<file path="config.mk">
export PLATFORM = sky130hd
export DESIGN_NAME = shift_req_arbiter_flat
export DESIGN_NICKNAME = d
export VERILOG_FILES = /design/src/rtl/shift_arb_if.sv /design/src/rtl/shift_req_arbiter.sv /design/src/flat_wrapper.sv
export SDC_FILE = /design/constraint.sdc
export NUM_CORES = 1
export LEC_CHECK = 0
export BUFFER_PORTS_ARGS = -buffer_cell sky130_fd_sc_hd__buf_2
export CAP_MARGIN = 20
export CORE_UTILIZATION = 54
export CTS_BUF_LIST = sky130_fd_sc_hd__clkbuf_4 sky130_fd_sc_hd__clkbuf_8
export DETAILED_ROUTE_END_ITERATION = 16
export GPL_ROUTABILITY_DRIVEN = 0
export PLACE_DENSITY_LB_ADDON = 0.12
export SKIP_CTS_REPAIR_TIMING = 1
export SLEW_MARGIN = 20
export SYNTH_ARGS = -nofsm -noshare
export SYNTH_HDL_FRONTEND = slang
export SYNTH_SLANG_ARGS = --single-unit
</file>
<file path="constraint.sdc">
create_clock -name clk -period 3.5 [get_ports clk]
set_clock_uncertainty 0.05 [all_clocks]
set_input_delay 0 -clock clk [delete_from_list [all_inputs] [get_ports clk]]
set_output_delay 0 -clock clk [all_outputs]
set_load 0.005 [all_outputs]
</file>
<file path="src/rtl/shift_arb_if.sv">
// Request/result bundle for shift_req_arbiter.
//   req0_*/req1_* : producer side (valid/ready handshake plus operand, shift
//                   amount and fill mode)
//   out_*         : result slot toward the consumer (valid/ready, data, id)
// Modports:
//   master : the producers and consumer (drive requests and out_ready)
//   slave  : the arbiter (drives readies and the result slot)
interface shift_arb_if #(
    parameter int WIDTH = 8
);
    localparam int SHW = $clog2(WIDTH);

    logic             req0_valid;
    logic             req0_ready;
    logic [WIDTH-1:0] req0_data;
    logic [SHW-1:0]   req0_shift;
    logic             req0_mode;

    logic             req1_valid;
    logic             req1_ready;
    logic [WIDTH-1:0] req1_data;
    logic [SHW-1:0]   req1_shift;
    logic             req1_mode;

    logic             out_valid;
    logic             out_ready;
    logic [WIDTH-1:0] out_data;
    logic             out_id;

    modport master (
        output req0_valid, req0_data, req0_shift, req0_mode,
        output req1_valid, req1_data, req1_shift, req1_mode,
        output out_ready,
        input  req0_ready, req1_ready,
        input  out_valid, out_data, out_id
    );

    modport slave (
        input  req0_valid, req0_data, req0_shift, req0_mode,
        input  req1_valid, req1_data, req1_shift, req1_mode,
        input  out_ready,
        output req0_ready, req1_ready,
        output out_valid, out_data, out_id
    );
endinterface

</file>
<file path="src/rtl/shift_req_arbiter.sv">
// shift_req_arbiter: two requesters share one right-shift datapath. A
// round-robin arbiter grants at most one request per cycle whenever the single
// output slot is open (empty, or being drained this cycle). The shifted result
// appears in the slot one cycle after the grant and is held until taken.
//
// Ports:
//   clk        rising-edge clock
//   rst_n      asynchronous active-low reset
//   bus        shift_arb_if.slave: req0_*/req1_* handshakes, out_* result slot
//   grant_cnt0 saturating grant count for req0 (SHIFT_ARB_STATS_EN only)
//   grant_cnt1 saturating grant count for req1 (SHIFT_ARB_STATS_EN only)
//
// Build option: define SHIFT_ARB_STATS_EN to add the grant counters (CNT_W
// bits each). Arbitration and datapath are identical either way.
module shift_req_arbiter #(
    parameter int WIDTH = 8
`ifdef SHIFT_ARB_STATS_EN
    ,
    parameter int CNT_W = 16
`endif
) (
    input  logic             clk,
    input  logic             rst_n,
    shift_arb_if.slave       bus
`ifdef SHIFT_ARB_STATS_EN
    ,
    output logic [CNT_W-1:0] grant_cnt0,
    output logic [CNT_W-1:0] grant_cnt1
`endif
);
    localparam int SHW = $clog2(WIDTH);

    typedef enum logic {
        EMPTY = 1'b0,
        FULL  = 1'b1
    } state_t;

    state_t           state_reg, state_next;
    logic             prio_reg, prio_next;   // index preferred when both request
    logic [WIDTH-1:0] data_reg, data_next;
    logic             id_reg, id_next;

    logic             slot_open;
    logic             gnt_any;
    logic             gnt_idx;

    logic [WIDTH-1:0]   sel_data;
    logic [SHW-1:0]     sel_shift;
    logic               sel_mode;
    logic               fill;
    logic [2*WIDTH-1:0] ext;
    logic [WIDTH-1:0]   shifted;

    // Arbitration only looks at the valids, so readies never depend on the
    // operand fields. Gating with rst_n keeps both readies low during reset.
    always_comb begin
        slot_open = rst_n && ((state_reg == EMPTY) || bus.out_ready);
        gnt_any   = slot_open && (bus.req0_valid || bus.req1_valid);
        gnt_idx   = (bus.req0_valid && bus.req1_valid) ? prio_reg : bus.req1_valid;
    end

    assign bus.req0_ready = gnt_any && !gnt_idx;
    assign bus.req1_ready = gnt_any && gnt_idx;

    // Shared datapath: place the fill bits above the operand and shift the
    // double-width word, so vacated positions take the fill value.
    always_comb begin
        sel_data  = gnt_idx ? bus.req1_data  : bus.req0_data;
        sel_shift = gnt_idx ? bus.req1_shift : bus.req0_shift;
        sel_mode  = gnt_idx ? bus.req1_mode  : bus.req0_mode;
        fill      = sel_mode & sel_data[WIDTH-1];
        ext       = {{WIDTH{fill}}, sel_data};
        shifted   = WIDTH'(ext >> sel_shift);
    end

    always_comb begin
        state_next = state_reg;
        data_next  = data_reg;
        id_next    = id_reg;
        prio_next  = prio_reg;

        case (state_reg)
            EMPTY: if (gnt_any) state_next = FULL;
            FULL:  if (bus.out_ready && !gnt_any) state_next = EMPTY;
            default: state_next = EMPTY;
        endcase

        if (gnt_any) begin
            data_next = shifted;
            id_next   = gnt_idx;
            prio_next = !gnt_idx;   // the other requester wins the next tie
        end
    end

    always_ff @(posedge clk or negedge rst_n) begin
        if (!rst_n) begin
            state_reg <= EMPTY;
            data_reg  <= '0;
            id_reg    <= 1'b0;
            prio_reg  <= 1'b0;
        end else begin
            state_reg <= state_next;
            data_reg  <= data_next;
            id_reg    <= id_next;
            prio_reg  <= prio_next;
        end
    end

    assign bus.out_valid = (state_reg == FULL);
    assign bus.out_data  = data_reg;
    assign bus.out_id    = id_reg;

`ifdef SHIFT_ARB_STATS_EN
    logic [CNT_W-1:0] cnt0_reg, cnt1_reg;

    // Counters stick at all-ones instead of wrapping.
    always_ff @(posedge clk or negedge rst_n) begin
        if (!rst_n) begin
            cnt0_reg <= '0;
            cnt1_reg <= '0;
        end else begin
            if (bus.req0_ready && cnt0_reg != '1) cnt0_reg <= cnt0_reg + 1'b1;
            if (bus.req1_ready && cnt1_reg != '1) cnt1_reg <= cnt1_reg + 1'b1;
        end
    end

    assign grant_cnt0 = cnt0_reg;
    assign grant_cnt1 = cnt1_reg;
`endif
endmodule
</file>
<file path="src/flat_wrapper.sv">
// flat-port wrapper written by rule: the top's interface ports become plain ports
module shift_req_arbiter_flat 
#(
    parameter int WIDTH = 8

)
  (clk, rst_n, bus_req0_valid, bus_req0_data, bus_req0_shift, bus_req0_mode, bus_req1_valid, bus_req1_data, bus_req1_shift, bus_req1_mode, bus_out_ready, bus_req0_ready, bus_req1_ready, bus_out_valid, bus_out_data, bus_out_id);
  shift_arb_if #(.WIDTH(WIDTH)) bus_i ();
  input  logic clk;
  input  logic rst_n;
  input wire logic [$bits(bus_i.req0_valid)-1:0] bus_req0_valid;
  input wire logic [$bits(bus_i.req0_data)-1:0] bus_req0_data;
  input wire logic [$bits(bus_i.req0_shift)-1:0] bus_req0_shift;
  input wire logic [$bits(bus_i.req0_mode)-1:0] bus_req0_mode;
  input wire logic [$bits(bus_i.req1_valid)-1:0] bus_req1_valid;
  input wire logic [$bits(bus_i.req1_data)-1:0] bus_req1_data;
  input wire logic [$bits(bus_i.req1_shift)-1:0] bus_req1_shift;
  input wire logic [$bits(bus_i.req1_mode)-1:0] bus_req1_mode;
  input wire logic [$bits(bus_i.out_ready)-1:0] bus_out_ready;
  output wire logic [$bits(bus_i.req0_ready)-1:0] bus_req0_ready;
  output wire logic [$bits(bus_i.req1_ready)-1:0] bus_req1_ready;
  output wire logic [$bits(bus_i.out_valid)-1:0] bus_out_valid;
  output wire logic [$bits(bus_i.out_data)-1:0] bus_out_data;
  output wire logic [$bits(bus_i.out_id)-1:0] bus_out_id;
  assign bus_i.req0_valid = bus_req0_valid;
  assign bus_i.req0_data = bus_req0_data;
  assign bus_i.req0_shift = bus_req0_shift;
  assign bus_i.req0_mode = bus_req0_mode;
  assign bus_i.req1_valid = bus_req1_valid;
  assign bus_i.req1_data = bus_req1_data;
  assign bus_i.req1_shift = bus_req1_shift;
  assign bus_i.req1_mode = bus_req1_mode;
  assign bus_i.out_ready = bus_out_ready;
  assign bus_req0_ready = bus_i.req0_ready;
  assign bus_req1_ready = bus_i.req1_ready;
  assign bus_out_valid = bus_i.out_valid;
  assign bus_out_data = bus_i.out_data;
  assign bus_out_id = bus_i.out_id;
  shift_req_arbiter #(.WIDTH(WIDTH)) u_core (.clk(clk), .rst_n(rst_n), .bus(bus_i));
endmodule
</file>
# [After elaboration in Yosys (flattened, before gate mapping)]
# Index checks and enable logic that the tools add are counted.
[classes] add_sub_neg=0 multipliers=0 div=0 order_cmp=0 eq_ne=0 n_shift=1 mux=7 bitwise_logic=2 reduce_logical=10
[op_table] operator=">> shifter 16 x 3 -> 8 bit" n=1
[op_table] operator="two-way mux 8 bit" n=1
[op_table] operator="logical AND 1 bit" n=6
[op_table] operator="two-way mux 1 bit" n=4
[op_table] operator="two-way mux 3 bit" n=1
[op_table] operator="zero test 1 bit" n=2
[op_table] operator="logical OR 1 bit" n=2
[op_table] operator="one-hot mux 1 bit (2 select lines)" n=1
[op_table] operator="AND 1 bit" n=1
[op_table] operator="inverter 1 bit" n=1
[word_totals] regBits=11 latch_bits=0 ram_bits=0 romBits=0 in_bits=29 output_inout_bits=12 elab_cells=24 memories=0

# [Longest topological paths before layout]
[depth] word_depth=8 mapped_depth=6 ltp_nobuf=5

# [Worst setup path after synthesis]
# Ideal clock, no wire load.
[synth_path] kind="register to register" startpoint="register u_core.prio_reg" endpoint="register u_core.data_reg[3], in the netlist u_core.bus.out_data[3]" setup_ns=0.077 arrival_ns=1.630 t_required_ns=3.373 slack_ns=1.743 stages_incl_launch_ff=5 n_path_buf=0 synth_period_minus_slack_ns=1.757 cell_sequence="dfrtp_1 o21ai_4 mux2i_2 mux4_2 o21ai_1"
[synth_via] elab_chain_len=4 elab_cells_between_ends=6 classes_between="shift (1); mux (4); bitwise (1)"
[synth_rtl] element="from (decl)" line_no="shift_req_arbiter.sv:39" text="logic prio_reg, prio_next;"
[synth_rtl] element="from (signal assigned)" line_no="shift_req_arbiter.sv:105" text="prio_reg <= prio_next;"
[synth_rtl] element="two-way mux 1 bit (*)" line_no="shift_req_arbiter.sv:59" text="gnt_idx = (bus.req0_valid && bus.req1_valid) ? prio_reg : bus.req1_valid;"
[synth_rtl] element="two-way mux 1 bit / two-way mux 8 bit (equally long branches)" line_no="shift_req_arbiter.sv:70, shift_req_arbiter.sv:68"
[synth_rtl] element="AND 1 bit" line_no="shift_req_arbiter.sv:71" text="fill = sel_mode & sel_data[WIDTH-1];"
[synth_rtl] element=">> shifter 16 x 3 -> 8 bit (*)" line_no="shift_req_arbiter.sv:73" text="shifted = WIDTH'(ext >> sel_shift);"
[synth_rtl] element="to (signal assigned)" line_no="shift_req_arbiter.sv:103" text="data_reg <= data_next;"
[synth_rtl] element="to (decl)" line_no="shift_req_arbiter.sv:40" text="logic [WIDTH-1:0] data_reg, data_next;"
# Every way passes the cells marked *; elsewhere a longest branch is shown, timed or not.
# A chain may end at the register's enable or synchronous reset.

# [Worst setup path after layout]
# Same ends and word-level chain as after synthesis.

==> results.tsv <==
stage	metric	value	unit
die	io_pins	41	
sta	tightest_slew	0.4554	ns
synth	synth_top_area_cell	dfrtp_1	
finish	largest_reg_flops	8	
global_route	grt-ovfl-total	0	
synth	synth_compound_area_frac	0.1553	
global_route	grt_usage	0.2433	
synth	muxShareOfSynthArea	0.3826	
job	max-cap-violations	0	
finish	nNetsFinal	173	
sta	holdWs	-0.002736	ns
pwr	powerDensity	336.0	mW/mm^2
synth	synth_top_family_by_area	multiplexers	
cts	cts_tree	built	
finish	num_antenna_cells	0	
die	design.core.area	0.001745	sq mm
synth	synth_warnings	0	
synth	synth.top_cell.area_share	0.2689	
die	rows	15	
finish	syn2layout_area_growth	23.72	%
finish	stdcell_area	0.001266	sq mm
synth	synth.top_cells.by_count	mux2i_1 (13), nand2_1 (12), dfrtp_1 (11), mux4_2 (9), nor2_1 (8)	
sta	hold_viol	1	
synth	synth_cells	104	
cts	cts_buffers	3	
setup_path	critPathLaunchType	flop	
cts	cts_root_buf	clkbuf_4	
route	wirelength	2362	um
finish	drive_above_1_share	0.4266	
outcome	status	finished, violations left	
synth	netlist_area	0.001023	sq mm
route	dr.first_iter.drc_count	17	
sta	relSlewSlack	0.6904	
die	die-area	0.002073	sq mm
place	place_area	0.001226	sq mm
synth	synth_most_common_cell	mux2i_1	
die	die_w	45.54	um
hold_path	hold_class	in2reg	
route	first_pass_iters	4	
die	die_h	45.54	um
outcome	violations	negative hold slack	
synth	synthesis.nets	133	
cts	clockBufferDepth	2	
setup_path	arrival	2.25	ns
synth	synth-simple-area-share	0.1430	
cts	cts_sinks	11	
synth	synthAdderAreaFrac	0	
setup_path	cp_max_fo	13	
synth	ys_types	27	
sta	period_needed	2.114	ns
die	initial_core_util	0.5864	
global_route	grt_pass1_wl	3581	um
cts	path_clk_slew	0.07	ns
sta	fin_setup_tns	0	ns
synth	async_reset_ff_frac	1.000	
global_route	antenna_found_initial	0	
global_route	first_global_vias	858	
setup_path	crit_type	reg2reg	
sta	slew_viol_final	0	
route	detail-route-antenna-nets	0	
pwr	leakage	0.6269	nW
sta	rsz0062_at_grt	false	
route	post_drt_via_cell_ratio	5.655	
pwr	ir_drop	0.0003872	V
route	drc	0	
setup_path	worst_setup_path_end_kind	flop	
sta	fin_crit_sh	0.6041	
sta	finalSetupViolations	0	
setup_path	crit_required	3.64	ns
synth	ys_seq_elements	11	
cts	clk-insertion-delay-late	0.27	ns
route	vias	950	
synth	syn_avg_cell_area	9.841	sq um
synth	synth-seq-area-share	0.2689	
cts	htree_levels	1	
place	dp_hpwl	1926	um
synth	synthFlopType	dfrtp_1	
pwr	total_power	0.4254	mW
route	post_drt_wl_per_cell	14.06	um
sta	fmax	473.0	MHz
synth	synth_xor_area_frac	0	
global_route	grt_max_degree	16	
synth	yosys-top-cells-area	dfrtp_1 (27%), mux4_2 (20%), mux2i_1 (13%)	
place	port_buffers	40	
synth	synth_edf_count	0	
==> logic make-up (layout without fill, tap and decap cells) <==
group,count (synthesis),after routing
mux,27,27
simple gates,32,32
flops,11,11
buf+inv,12,51
compound gates,22,22
==> final timing paths <==
path	from	end	slack, ns	cells after the start
worst min-delay path	bus_out_ready	u_core.bus.out_valid	-0.003	3
max in group asynchronous	rst_n	u_core.bus.out_data[0]	3.10	2
worst min register to register	u_core.bus.out_id	u_core.bus.out_id	0.42	1
worst max-delay path	u_core.prio_reg	u_core.bus.out_data[3]	1.39	4
worst max register to register	u_core.prio_reg	u_core.bus.out_data[3]	1.39	4
min in group asynchronous	rst_n	u_core.bus.out_data[7]	0.09	2
==> cells in the final DEF (no fill, tap or decap) <==
cell type	synthesis	layout
buf_2	5	40
mux2i_1	13	13
nand2_1	12	12
dfrtp_1	11	11
mux4_2	9	9
nor2_1	8	8
o21ai_0	5	5
inv_1	5	5
mux2_2	4	4
clkbuf_4	0	4
nand2b_1	3	3
a221oi_1	3	3
and2_1	3	3
o31ai_1	3	3
a21oi_1	3	3
nor2b_1	2	2
nor3_1	2	2
o221ai_1	2	2
a21o_1	2	2
inv_2	1	1
o21ai_4	1	1
mux2i_2	1	1
o21ai_1	1	1
a211oi_1	1	1
nor4_1	1	1
nand3_1	1	1
a31o_2	1	1
dlygate4sd3_1	0	1
==> metrics by stage <==
step	hold slack, ns	utilization	setup slack (ns)	cells
after global routing	0.004450	0.7254	1.243	168
after floorplan	-0.3456	-	1.743	104
after detailed placement	-0.1671	0.7025	1.413	163
after global placement	-0.1741	0.7025	1.476	163
after CTS	-0.4584	0.7197	1.381	167
final	-0.002736	0.7254	1.386	168
==> layout make-up <==
cell class              instances  area, sq um
well taps                      25        31.28
flip-flops and latches         11        275.3
multi-input cells              81        696.9
fillers                       151        479.2
inverters                       6        22.52
clock buffers                   4        30.03
repair buffers                 41        210.2
==> report_power, final <==
| group | switching [mW] | internal, mW |
|---|---|---|
| clock | 0.0400 | 0.0518 |
| combinational | 0.0819 | 0.0858 |
| sequential | 0.0140 | 0.152 |
==> layer usage <==
layer  share of wire  GRT usage
met4          0.0089    0.06061
met5               0          0
met1            0.41     0.2970
met2            0.54     0.4143
met3           0.050    0.07540
==> worst max-delay path, cell delays in order (launching register included) <==
cell and delay (ns):
dfrtp_1 0.41, o21ai_4 0.40, mux2i_2 0.50, mux4_2 0.56
o21ai_1 0.12
(Power assumes the default switching activity.)
